===== src/rtl/crc_stream_engine.sv =====
// rtl/crc_stream_engine.sv - streaming CRC generator/checker over framed words
`timescale 1ns/1ps
module crc_stream_engine #(
    parameter int               CRC_W    = 8,
    parameter int               DATA_W   = 8,
    parameter logic [CRC_W-1:0] POLY     = 8'hD5,
    parameter logic [CRC_W-1:0] INIT_VAL = '0,
    parameter logic [CRC_W-1:0] XOR_OUT  = '0,
    parameter logic [CRC_W-1:0] RESIDUE  = '0
) (
    input  logic              CLK,
    input  logic              RST,
    input  logic              INIT,
    input  logic              MODE,
    input  logic              IN_VALID,
    input  logic              IN_SOF,
    input  logic              IN_EOF,
    input  logic [DATA_W-1:0] IN_DATA,
    output logic              IN_READY,
    output logic              OUT_VALID,
    output logic              OUT_SOF,
    output logic              OUT_LAST,
    output logic [DATA_W-1:0] OUT_DATA,
    output logic [CRC_W-1:0]  CRC,
    output logic              CRC_VALID,
    output logic              CRC_OK,
    output logic              ERR_SOF
);

    localparam int N     = CRC_W / DATA_W;
    localparam int CNT_W = (N > 1) ? $clog2(N) : 1;
    localparam logic [CNT_W-1:0] LAST_CNT = CNT_W'(N - 1);

    typedef enum logic [1:0] {
        IDLE   = 2'd0,
        FRAME  = 2'd1,
        APPEND = 2'd2
    } state_t;

    state_t           state;
    logic [CRC_W-1:0] crc_reg;
    logic [CRC_W-1:0] app_sh;
    logic [CNT_W-1:0] cnt;
    logic             mode_r;

    logic             accept;
    logic             end_mode;
    logic [CRC_W-1:0] base_crc;
    logic [CRC_W-1:0] next_crc;

    // DATA_W serial LFSR steps unrolled into one combinational update, MSB first
    function automatic logic [CRC_W-1:0] crc_step(input logic [CRC_W-1:0] c_in,
                                                  input logic [DATA_W-1:0] d);
        logic [CRC_W-1:0] c;
        logic             fb;
        c = c_in;
        for (int i = DATA_W - 1; i >= 0; i--) begin
            fb = c[CRC_W-1] ^ d[i];
            c  = {c[CRC_W-2:0], 1'b0} ^ (fb ? POLY : '0);
        end
        return c;
    endfunction

    always_comb begin
        accept   = IN_VALID && IN_READY;
        base_crc = IN_SOF ? INIT_VAL : crc_reg;
        next_crc = crc_step(base_crc, IN_DATA);
        end_mode = IN_SOF ? MODE : mode_r;
    end

    always_ff @(posedge CLK) begin
        if (!RST || INIT) begin
            state     <= IDLE;
            crc_reg   <= INIT_VAL;
            app_sh    <= '0;
            cnt       <= '0;
            mode_r    <= 1'b0;
            IN_READY  <= 1'b1;
            OUT_VALID <= 1'b0;
            OUT_SOF   <= 1'b0;
            OUT_LAST  <= 1'b0;
            OUT_DATA  <= '0;
            CRC       <= '0;
            CRC_VALID <= 1'b0;
            CRC_OK    <= 1'b0;
            ERR_SOF   <= 1'b0;
        end else begin
            OUT_VALID <= 1'b0;
            OUT_SOF   <= 1'b0;
            OUT_LAST  <= 1'b0;
            CRC_VALID <= 1'b0;
            ERR_SOF   <= 1'b0;
            case (state)
                IDLE, FRAME: begin
                    if (accept) begin
                        if (!IN_SOF && state == IDLE) begin
                            ERR_SOF <= 1'b1;
                        end else begin
                            // a SOF here also abandons any frame in progress
                            crc_reg   <= next_crc;
                            OUT_VALID <= 1'b1;
                            OUT_DATA  <= IN_DATA;
                            OUT_SOF   <= IN_SOF;
                            if (IN_SOF) begin
                                mode_r <= MODE;
                            end
                            if (IN_EOF) begin
                                CRC       <= next_crc ^ XOR_OUT;
                                CRC_VALID <= 1'b1;
                                if (end_mode) begin
                                    CRC_OK   <= (next_crc == RESIDUE);
                                    OUT_LAST <= 1'b1;
                                    state    <= IDLE;
                                end else begin
                                    CRC_OK   <= 1'b0;
                                    app_sh   <= next_crc ^ XOR_OUT;
                                    cnt      <= '0;
                                    IN_READY <= 1'b0;
                                    state    <= APPEND;
                                end
                            end else begin
                                state <= FRAME;
                            end
                        end
                    end
                end
                APPEND: begin
                    OUT_VALID <= 1'b1;
                    OUT_DATA  <= app_sh[CRC_W-1 -: DATA_W];
                    app_sh    <= app_sh << DATA_W;
                    cnt       <= cnt + 1'b1;
                    if (cnt == LAST_CNT) begin
                        OUT_LAST <= 1'b1;
                        IN_READY <= 1'b1;
                        state    <= IDLE;
                    end
                end
                default: state <= IDLE;
            endcase
        end
    end

endmodule


===== config.mk =====
export PLATFORM = sky130hd
export DESIGN_NAME = crc_stream_engine
export DESIGN_NICKNAME = d
export VERILOG_FILES = /design/src/rtl/crc_stream_engine.sv
export SDC_FILE = /design/constraint.sdc
export NUM_CORES = 1
export LEC_CHECK = 0
export BUFFER_PORTS_ARGS = -buffer_cell sky130_fd_sc_hd__buf_2
export CAP_MARGIN = 20
export CELL_PAD_IN_SITES_DETAIL_PLACEMENT = 2
export CELL_PAD_IN_SITES_GLOBAL_PLACEMENT = 2
export CORE_MARGIN = 4
export CORE_UTILIZATION = 33
export CTS_CLUSTER_SIZE = 20
export DETAILED_ROUTE_END_ITERATION = 7
export PLACE_DENSITY = 0.89
export SETUP_SLACK_MARGIN = 0.2
export SYNTH_ARGS = -nofsm -noshare
export SYNTH_HDL_FRONTEND = slang
export SYNTH_SLANG_ARGS = --single-unit

===== constraint.sdc =====
create_clock -name CLK -period 2.2 [get_ports CLK]
set_input_delay 0.11 -clock CLK [delete_from_list [all_inputs] [get_ports CLK]]
set_output_delay 0.11 -clock CLK [all_outputs]
set_load 0.05 [all_outputs]

==> reports/qor.txt <==
total track usage = 25.5%
first-pass GRT wire length = 14400 µm
Post-synth EDFFs = 0
cells along the critical path = nor2b_2, xnor2_2, xor3_2, xnor2_2, xor2_1, buf_4, a21oi_1
WP buf/inv = 1
Syn Area/Cell = 8.81 µm²
Hold Path Class = input pin to flop
syn_nets = 254
antenna-violating nets left = 0
largest net degree at the start of global routing = 23
grt ovf = 0
vias in the first global route = 2365
Peak supply drop = 0.429 mV
Synth top area share = 40.9%
First-pass DRT Iterations = 4
vias after detailed routing = 2165
Setup CP Type = flop to flop
drt wl/cell = 26.4 µm
f_max = 487 MHz
CTS sink count = 43
endpoint type of the worst setup path = flop
max_cap viols = 0
critical path peak fanout = 3
die area = 7720 µm²
antenna cell count = 0
share of cells above drive strength 1 = 38.6%
WP data required = 2.39 ns
PD cells = 781 nW/µm²
status = finished, final reports clean
Largest delay share family, worst path = XOR/XNOR gates
Commonest cells post-synth = 43 x dfxtp_1, 42 x nor2_1, 19 x nand3_1
cell area after synthesis = 2100 µm²
WP data arrival = 2.25 ns
I/O Pins = 38
Die X = 87.9 µm
CP max stage delay = 0.39 ns
actual slew at the worst max-slew pin = 0.690 ns
HPWL Detailed = 5280 µm
vias per inst = 5.88
top-count cell post-synth = dfxtp_1
Synth cell types = 42
crit start category = flop
main area contributors after synthesis = dfxtp_1 41%, nor2_1 7.5%, xnor2_1 7.1%
Initial DRC Count = 81
hold_buf cts = 0
RD Place Congestion = 0.842
Setup Viol. Count Final = 0
Detailed Route WL = 9700 µm
CP max stage cell = xor3_2
clk_lat worst skew = 0.31 ns
area leader, netlist = dfxtp_1
crit share post-route = 93.4%
nets = 307
CTS tree = done
number of port buffers = 37
Static Leak = 1.16 nW
CTS max path bufs = 2
ys async rst share = 0%
relative slew slack = 53.9%
unrepaired setup endpoints after global routing = true
setup ws final = 0.145 ns
CORE AREA = 6060 µm²
Min Clock Period, post-route = 2.06 ns
Root Buffer = clkbuf_8
Placement Setup Slack = 0.0737 ns
H-Tree Depth = 2
Fin Setup TNS = 0 ns
YS warnings = 0
# rows = 28
die height = 87.9 µm
TritonCTS Buffers = 5
ys flop type = dfxtp_1
clk slew on worst S/H paths = 0.09 ns
Slew Limit Fails = 0
DR DRC count = 0
Area growth, synth to finish = 35.2%
Critical Path Most Common Cell = xnor2_2
Worst Clk Skew = 0.00547 ns
Hold Vio Cnt, Final = 0
Gate Count Post-Synth = 239
Initial Util = 34.7%
register area share after synthesis = 40.9%
antenna violations before repair = 0
synthesis-stage register bit count = 43
timing repair:
item	CTS	global route
gates cloned	1	0
endpoints found under the setup margin	13	21
setup buffers	4	3
resized for setup	11	35
pin swaps	3	11
cells by family after synthesis:
family / synth area share (%)
buffers and inverters: 3.57
and+or+nand+nor: 25.5
AOI/OAI and AO/OA: 13.4
DFF: 40.9
muxes: 0.535
xor gates and xnor gates: 16.1
power breakdown:
| part | switching (mW) | total, mW | internal, mW |
|---|---|---|---|
| sequential | 0.0249 | 0.829 | 0.804 |
| clock | 0.298 | 0.665 | 0.368 |
| combinational | 0.439 | 0.729 | 0.290 |
| total | 0.762 | 2.22 | 1.46 |
worst register-to-register path, delay by kind of cell (launching register included):
kind                   cells  cell delay, ns
XOR/XNOR                   4            1.16
flip-flops                 1            0.36
AND/OR/NAND/NOR            1            0.19
buffers and inverters      1            0.15
AO/OA/AOI/OAI              1            0.07
final timing paths:
path                            start                        to  slack, ns  cells after the start
max           crc_reg[4]$_SDFFE_PP0P_   crc_reg[7]$_SDFFE_PP0P_       0.14                      7
min reg2reg  OUT_DATA[1]$_SDFFE_PP0P_  OUT_DATA[1]$_SDFFE_PP0P_       0.48                      2
max reg2reg   crc_reg[4]$_SDFFE_PP0P_   crc_reg[7]$_SDFFE_PP0P_       0.14                      7
min                          IN_VALID        ERR_SOF$_SDFF_PP0_        0.1                      3
metal layers:
metal / part of all wire (%) / vias to the layer above / global-route usage, %
met1: 39 / 1096 / 31.6
met5: 0 / - / 0
met3: 6.5 / 32 / 4.52
met4: 4.3 / 0 / 10.2
met2: 50 / 99 / 43.8
li1: - / 938 / -
layout by cell type (no fill, tap or decap), drive strengths merged, types with 2 or more instances in the layout:
master,netlist,routed
a2111oi,2,2
a211oi,6,6
a21oi,6,6
a311o,3,3
and3,3,3
buf,4,58
clkbuf,9,6
dfxtp,43,43
inv,4,4
nand2,8,8
nand2b,3,3
nand3,19,19
nand3b,2,2
nand4,2,2
nor2,45,45
nor2b,7,7
nor3,8,8
nor4b,2,2
o21a,3,3
o21ai,6,6
o221ai,8,8
or2,2,2
or3,4,4
xnor2,19,19
xor2,9,9
xor3,2,3
per-stage QoR:
step	cells	util [%]	instance area (µm²)	power [mW]	hold WS, ns
floorplan	239	-	2110	1.18	0.268
global placement	352	40.1	2430	1.33	0.411
detailed placement	352	40.1	2430	1.36	0.422
CTS	365	43.8	2650	2.13	0.0906
global route	368	46.9	2850	2.31	0.106
finish	368	46.9	2850	2.22	0.0957
final cells by class:
class | count | area [µm²]
Fill cell | 651 | 3220
Multi-Input combinational cell | 180 | 1390
Sequential cell | 43 | 875
Timing Repair Buffer | 58 | 350
Tap cell | 75 | 93.8
Clock buffer | 6 | 82.6
Clock inverter | 2 | 35.0
Inverter | 4 | 15.0
Note: power is estimated with default switching activity, not from simulation.
